### src/rtl/gin_buffered.sv
// gin_buffered -- buffered global input network.
//
// Multicasts one input word to every PE whose (row ID, column ID) pair matches
// the word's (tag_y, tag_x). The Y stage pushes the word (with its X tag) into
// the FIFO of every matching row in one cycle. Each row then drains its FIFO
// head to the matching PEs on its own, so a stalled row does not hold up the
// others once the word has been queued.
//
// Ports
//   clk          rising-edge clock
//   rst          synchronous reset, active low
//   in_valid     input word valid
//   in_ready     input word accepted when in_valid & in_ready
//   in_data      input payload
//   tag_y        row tag of the input word
//   tag_x        column tag of the input word
//   set_yid      shift yid_scan_in into the row-ID chain
//   yid_scan_in  row-ID chain input
//   set_xid      shift xid_scan_in into the PE-ID chain
//   xid_scan_in  PE-ID chain input
//   pe_ready     PE k = r*COLS+c can accept
//   pe_valid     word delivered to PE k this cycle
//   pe_data      row r payload in slice [r*DATA_W +: DATA_W]
//   busy         any row FIFO non-empty
//   drop_cnt     saturating count of words that reached no PE

module gin_buffered #(
    parameter int DATA_W     = 32,
    parameter int ROWS       = 6,
    parameter int COLS       = 8,
    parameter int YID_W      = 4,
    parameter int XID_W      = 5,
    parameter int FIFO_DEPTH = 4
) (
    input  logic                   clk,
    input  logic                   rst,
    input  logic                   in_valid,
    output logic                   in_ready,
    input  logic [DATA_W-1:0]      in_data,
    input  logic [YID_W-1:0]       tag_y,
    input  logic [XID_W-1:0]       tag_x,
    input  logic                   set_yid,
    input  logic [YID_W-1:0]       yid_scan_in,
    input  logic                   set_xid,
    input  logic [XID_W-1:0]       xid_scan_in,
    input  logic [ROWS*COLS-1:0]   pe_ready,
    output logic [ROWS*COLS-1:0]   pe_valid,
    output logic [ROWS*DATA_W-1:0] pe_data,
    output logic                   busy,
    output logic [15:0]            drop_cnt
);

    localparam int NPE    = ROWS * COLS;
    localparam int PTR_W  = (FIFO_DEPTH > 1) ? $clog2(FIFO_DEPTH) : 1;
    localparam int CNT_W  = PTR_W + 1;
    localparam int ENT_W  = XID_W + DATA_W;
    // Up to one drop from the input plus one per row in the same cycle.
    localparam int DROP_W = $clog2(ROWS + 2);

    logic [YID_W-1:0] yid    [ROWS];
    logic [XID_W-1:0] xid    [NPE];
    logic [ENT_W-1:0] mem    [ROWS][FIFO_DEPTH];
    logic [PTR_W-1:0] wr_ptr [ROWS];
    logic [PTR_W-1:0] rd_ptr [ROWS];
    logic [CNT_W-1:0] count  [ROWS];

    logic [ROWS-1:0]   row_hit;
    logic [ROWS-1:0]   full;
    logic [ROWS-1:0]   empty;
    logic [ROWS-1:0]   push;
    logic [ROWS-1:0]   go;
    logic [ROWS-1:0]   row_drop;
    logic [NPE-1:0]    pe_hit;
    logic              accept;
    logic [DROP_W-1:0] drop_inc;
    logic [16:0]       drop_sum;

    // ------------------------------------------------------------------
    // Y stage: row match and accept
    // ------------------------------------------------------------------
    always_comb begin
        for (int r = 0; r < ROWS; r++) begin
            row_hit[r] = (yid[r] == tag_y);
            full[r]    = (count[r] == CNT_W'(FIFO_DEPTH));
            empty[r]   = (count[r] == '0);
        end
    end

    // A full target row blocks even if it pops this cycle; this keeps
    // in_ready free of any path through pe_ready.
    always_comb begin
        in_ready = !set_yid && !set_xid;
        for (int r = 0; r < ROWS; r++) begin
            if (row_hit[r] && full[r]) begin
                in_ready = 1'b0;
            end
        end
    end

    assign accept = in_valid && in_ready;
    assign push   = {ROWS{accept}} & row_hit;

    // ------------------------------------------------------------------
    // X stage: per-row head match and drain
    // ------------------------------------------------------------------
    always_comb begin
        for (int r = 0; r < ROWS; r++) begin
            for (int c = 0; c < COLS; c++) begin
                pe_hit[r*COLS+c] =
                    (xid[r*COLS+c] == mem[r][rd_ptr[r]][ENT_W-1 -: XID_W]);
            end
        end
    end

    always_comb begin
        pe_valid = '0;
        pe_data  = '0;
        go       = '0;
        row_drop = '0;
        for (int r = 0; r < ROWS; r++) begin
            // Head leaves only when every PE it targets is ready, so a
            // multicast word reaches all its PEs in the same cycle.
            go[r] = !empty[r] &&
                    (&(~pe_hit[r*COLS +: COLS] | pe_ready[r*COLS +: COLS]));
            pe_valid[r*COLS +: COLS] = {COLS{go[r]}} & pe_hit[r*COLS +: COLS];
            row_drop[r] = go[r] && (pe_hit[r*COLS +: COLS] == '0);
            if (!empty[r]) begin
                pe_data[r*DATA_W +: DATA_W] = mem[r][rd_ptr[r]][DATA_W-1:0];
            end
        end
    end

    assign busy = |(~empty);

    // ------------------------------------------------------------------
    // Drop accounting
    // ------------------------------------------------------------------
    always_comb begin
        drop_inc = '0;
        if (accept && (row_hit == '0)) begin
            drop_inc = drop_inc + DROP_W'(1);
        end
        for (int r = 0; r < ROWS; r++) begin
            if (row_drop[r]) begin
                drop_inc = drop_inc + DROP_W'(1);
            end
        end
        drop_sum = {1'b0, drop_cnt} + 17'(drop_inc);
    end

    // ------------------------------------------------------------------
    // State: ID chains, FIFO pointers, drop counter
    // ------------------------------------------------------------------
    always_ff @(posedge clk) begin
        if (!rst) begin
            for (int r = 0; r < ROWS; r++) begin
                yid[r]    <= '0;
                wr_ptr[r] <= '0;
                rd_ptr[r] <= '0;
                count[r]  <= '0;
            end
            for (int k = 0; k < NPE; k++) begin
                xid[k] <= '0;
            end
            drop_cnt <= '0;
        end else begin
            if (set_yid) begin
                yid[0] <= yid_scan_in;
                for (int r = 1; r < ROWS; r++) begin
                    yid[r] <= yid[r-1];
                end
            end
            if (set_xid) begin
                xid[0] <= xid_scan_in;
                for (int k = 1; k < NPE; k++) begin
                    xid[k] <= xid[k-1];
                end
            end
            for (int r = 0; r < ROWS; r++) begin
                if (push[r]) begin
                    wr_ptr[r] <= wr_ptr[r] + PTR_W'(1);
                end
                if (go[r]) begin
                    rd_ptr[r] <= rd_ptr[r] + PTR_W'(1);
                end
                if (push[r] && !go[r]) begin
                    count[r] <= count[r] + CNT_W'(1);
                end else if (go[r] && !push[r]) begin
                    count[r] <= count[r] - CNT_W'(1);
                end
            end
            drop_cnt <= drop_sum[16] ? 16'hFFFF : drop_sum[15:0];
        end
    end

    // Storage needs no reset: the counts above decide what is visible.
    always_ff @(posedge clk) begin
        for (int r = 0; r < ROWS; r++) begin
            if (push[r]) begin
                mem[r][wr_ptr[r]] <= {tag_x, in_data};
            end
        end
    end

endmodule

### config.mk
export PLATFORM = sky130hd
export DESIGN_NAME = gin_buffered
export DESIGN_NICKNAME = d
export VERILOG_FILES = /design/src/rtl/gin_buffered.sv
export SDC_FILE = /design/constraint.sdc
export NUM_CORES = 1
export LEC_CHECK = 0
export ABC_AREA = 1
export BUFFER_PORTS_ARGS = -buffer_cell sky130_fd_sc_hd__buf_2
export CAP_MARGIN = 15
export CORE_MARGIN = 2
export CORE_UTILIZATION = 45
export DETAILED_ROUTE_END_ITERATION = 12
export GPL_ROUTABILITY_DRIVEN = 0
export GPL_TIMING_DRIVEN = 0
export PLACE_DENSITY_LB_ADDON = 0.15
export SYNTH_ARGS = -nofsm -noshare
export SYNTH_HDL_FRONTEND = slang
export SYNTH_SLANG_ARGS = --single-unit
### constraint.sdc
create_clock -name clk -period 11.3 [get_ports clk]
set_clock_uncertainty 0.15 [all_clocks]
set_input_delay 2.26 -clock clk [delete_from_list [all_inputs] [get_ports clk]]
set_output_delay 2.26 -clock clk [all_outputs]
set_load 0.02 [all_outputs]
==> results_dict.tcl <==
set metrics [dict create \
    synth_fp_nets 4903 \
    synth_warnings 0 \
    cp_num_cells 46 \
    cp_data_required_time_ns 11.78 \
    grt_setup_unrepaired "no" \
    fin_setup_tns_ns 0 \
    globalRoute.totalOverflow 0 \
    crit_top_cell "sky130_fd_sc_hd__nand2_1" \
    global_route.usage.met3_pct 3.50 \
    clkSinkCount 1210 \
    final_hold_viol_count 0 \
    final.period_utilization_pct 78.8 \
    dp_cells 6666 \
    post-dp-hpwl_um 96700 \
    r2r_cells 49 \
    max_freq_mhz 112 \
    synth_sequential_area_ratio_pct 68.9 \
    ctsHtreeMaxLevel 4 \
    power_density_nw_per_um2 253 \
    post_route_cells_drive_above_1_share_pct 13.4 \
    top_usage_layer "met2" \
    critPathMaxFanout 6 \
    cts_post_setup_buffers_inserted 0 \
    antenna_found_initial 7 \
    synth-compound-area-share_pct 6.48 \
    cap_violations 0 \
    design.final.nets 5423 \
    wl_per_cell_um 20.8 \
    dr_total_vias 35700 \
    detail_route.wirelength_um 143000 \
    most_common_cell_after_layout_fill_and_taps_aside "sky130_fd_sc_hd__edfxtp_1" \
    worstHoldPathType "flop to flop" \
    post_cts.resized_instances 0 \
    synth_xor_area_share_pct 2.84 \
    netlist_area_sq_um 52500 \
    end_kind "flop" \
    clock_insertion_delay_worst_skew_ns 0.74 \
    synth-seq-cells 1210 \
    coreArea_sq_um 116000 \
    drt-pass1-iter-count 5 \
    final_cell_mix "sky130_fd_sc_hd__edfxtp_1 (1,194), sky130_fd_sc_hd__nor2_1 (1,157), sky130_fd_sc_hd__nand2_1 (505)" \
    worstSetupStartpointType "input pin" \
    portBuffers 355 \
    grt_pass1_vias 34000 \
    critical_path.reg2reg.startpoint "rd_ptr[0][1]" \
    slowest_stage_cell_crit_path "sky130_fd_sc_hd__nor4_2" \
    grt_usage_pct 23.7 \
    most_frequently_used_flop_master_after_synthesis "sky130_fd_sc_hd__edfxtp_1" \
    use_met1_pct 33.2 \
    vias_per_std_cell 5.18 \
    floorplan.io_pins 361 \
    arrival_ns 9.39 \
    cts_root_buffer "sky130_fd_sc_hd__clkbuf_16" \
    post_synth_fa_ha_maj_area_fraction_pct 1.09 \
    grt.met2_usage_pct 38.5 \
    antenna_violating_nets_post_route 0 \
    floorplan.die.width_um 346 \
    critical-path-top-delay-family "simple AND/OR/NAND/NOR gates" \
    cts.path.max_buffers 3 \
    synth_enable_flop_cells 1194 \
    critical-path-max-stage-delay_ns 0.92 \
    floorplan.initialDensity_pct 45.3 \
    worst_setup_path_endpoint "drop_cnt[15]" \
    hold_path_depth 2 \
    fp.dieH_um 346 \
    synth_top_family_by_area "simple AND/OR/NAND/NOR gates" \
    outcome "finished, final reports clean" \
    synth_cells 4758 \
    die_area_sq_um 119000 \
    tritoncts.num_buffers 134 \
    worst_path_buf_inv 10 \
    post_synthesis_share_of_cell_area_spent_on_and_or_nand_and_nor_gates_pct 15.7 \
    worst_r2r_endpoint "drop_cnt[15]" \
    timing.final.crit_period_ns 8.91 \
    postSynthAreaPerCell_sq_um 11.0 \
    final-setup-viol-count 0 \
    synth.lib_cells_used.distinct 49 \
    timing.final.max_slew_violations 0 \
    clkSlewWorstSetupHoldPaths_ns 0.06 \
    area_growth_synth_to_finish_pct 16.8 \
    setup.worst_path.class "input pin to flop" \
    tritoncts "done" \
    finish.cell_count_without_fillers 6896 \
    timing.critical_path.from "tag_y[2]" \
    setup.reg_to_reg.worst_slack_ns 2.73 \
    remaining_drc_errors 0 \
    muxShareOfSynthArea_pct 0 \
    timing_worst_slew_pin_value_ns 1.19 \
    peakVddDrop_v 0.000201 \
    drt_first_iter_violations 2886 \
    grt_first_pass_wirelength_um 212000 \
    p_leak_uw 0.0237 \
    largest_net_degree_at_the_start_of_global_routing 68 \
    asyncSetResetFlopFracSynth_pct 0 \
    cts_hold_repair.buffers 0 \
    max_slew_margin_pct 20.7 \
    rows 125 \
]
[per-stage QoR]
stage / setup slack [ns] / util, % / hold slack (ns) / total power (uW) / area, sq um
4_1_cts: 2.30 / 52.8 / 0.348 / 15600 / 61300
3_3_place_gp: -1.91 / 48.4 / 0.338 / 11200 / 56200
2_1_floorplan: 2.33 / - / 0.373 / 9120 / 52500
3_5_place_dp: 1.54 / 49.2 / 0.339 / 11300 / 57000
5_1_grt: 1.81 / 52.8 / 0.374 / 16400 / 61300
6_report: 2.39 / 52.9 / 0.346 / 15500 / 61300
[worst register-to-register path, delay by kind of cell, from the launching register on]
family | cells | cell delay [ns]
simple gates | 27 | 3.91
fa+ha+maj | 6 | 1.76
buf+inv | 12 | 1.72
compound gates | 4 | 0.54
flops | 1 | 0.36
[worst min-delay path by stage]
stage                       end   startpoint  slack [ns]
finish              drop_cnt[5]  drop_cnt[5]        0.35
detailed placement  drop_cnt[5]  drop_cnt[5]        0.34
CTS                 drop_cnt[5]  drop_cnt[5]        0.35
global placement    drop_cnt[5]  drop_cnt[5]        0.34
floorplan            xid[2][26]   xid[2][21]        0.37
global route        drop_cnt[5]  drop_cnt[5]        0.37
[where the power goes]
group / leakage, uW / switching, uW / total, uW / internal [uW]
clock network: 0.00208 / 1770 / 4320 / 2550
logic: 0.0101 / 4260 / 5980 / 1720
registers: 0.0115 / 91.0 / 5190 / 5100
total: 0.0237 / 6120 / 15500 / 9370
[area by class of cell]
| cell class | count | area (sq um) |
|---|---|---|
| Fill cell | 10300 | 54700 |
| Multi-Input combinational cell | 2866 | 13900 |
| Timing Repair Buffer | 384 | 2420 |
| Buffer | 210 | 887 |
| Inverter | 472 | 1770 |
| Clock inverter | 67 | 739 |
| Antenna cell | 1 | 2.50 |
| Clock buffer | 162 | 3540 |
| Sequential cell | 1210 | 36200 |
| Tap cell | 1524 | 1910 |
[state kept, by name, indices dropped and copies added, names as in the netlist]
name	cells
rd_ptr	12
wr_ptr	12
count	18
drop_cnt	16
yid	24
xid	240
mem	888
[synthesized netlist by cell type (all sizes together) (15+ instances only)]
| cell type | count | share of area, % |
|---|---|---|
| a21oi | 216 | 2.1 |
| buf | 82 | 0.77 |
| clkbuf | 128 | 0.91 |
| dfxtp | 16 | 0.61 |
| edfxtp | 1194 | 68 |
| ha | 36 | 0.86 |
| inv | 471 | 3.4 |
| nand2 | 543 | 4.2 |
| nand3 | 143 | 1.6 |
| nand4 | 45 | 0.54 |
| nor2 | 1191 | 8.6 |
| nor3 | 25 | 0.25 |
| o21ai | 416 | 4.0 |
| o22ai | 24 | 0.29 |
| or2 | 17 | 0.20 |
| xnor2 | 15 | 0.25 |
| xor2 | 155 | 2.6 |
[metal layers]
metal  wire (um)  share of wire [%]
met5           0                  0
met4        3720                2.6
met3        8490                5.9
met2       67600                 47
met1       63700                 44
[kinds of logic after synthesis]
| family | Yosys count |
|---|---|
| AND/OR/NAND/NOR | 1988 |
| flip-flops | 1210 |
| buffers and inverters | 682 |
| AO/OA/AOI/OAI | 666 |
| XOR/XNOR | 170 |
| adder cells (fa/ha/maj) | 42 |
Note: power is estimated with default switching activity, not from simulation.
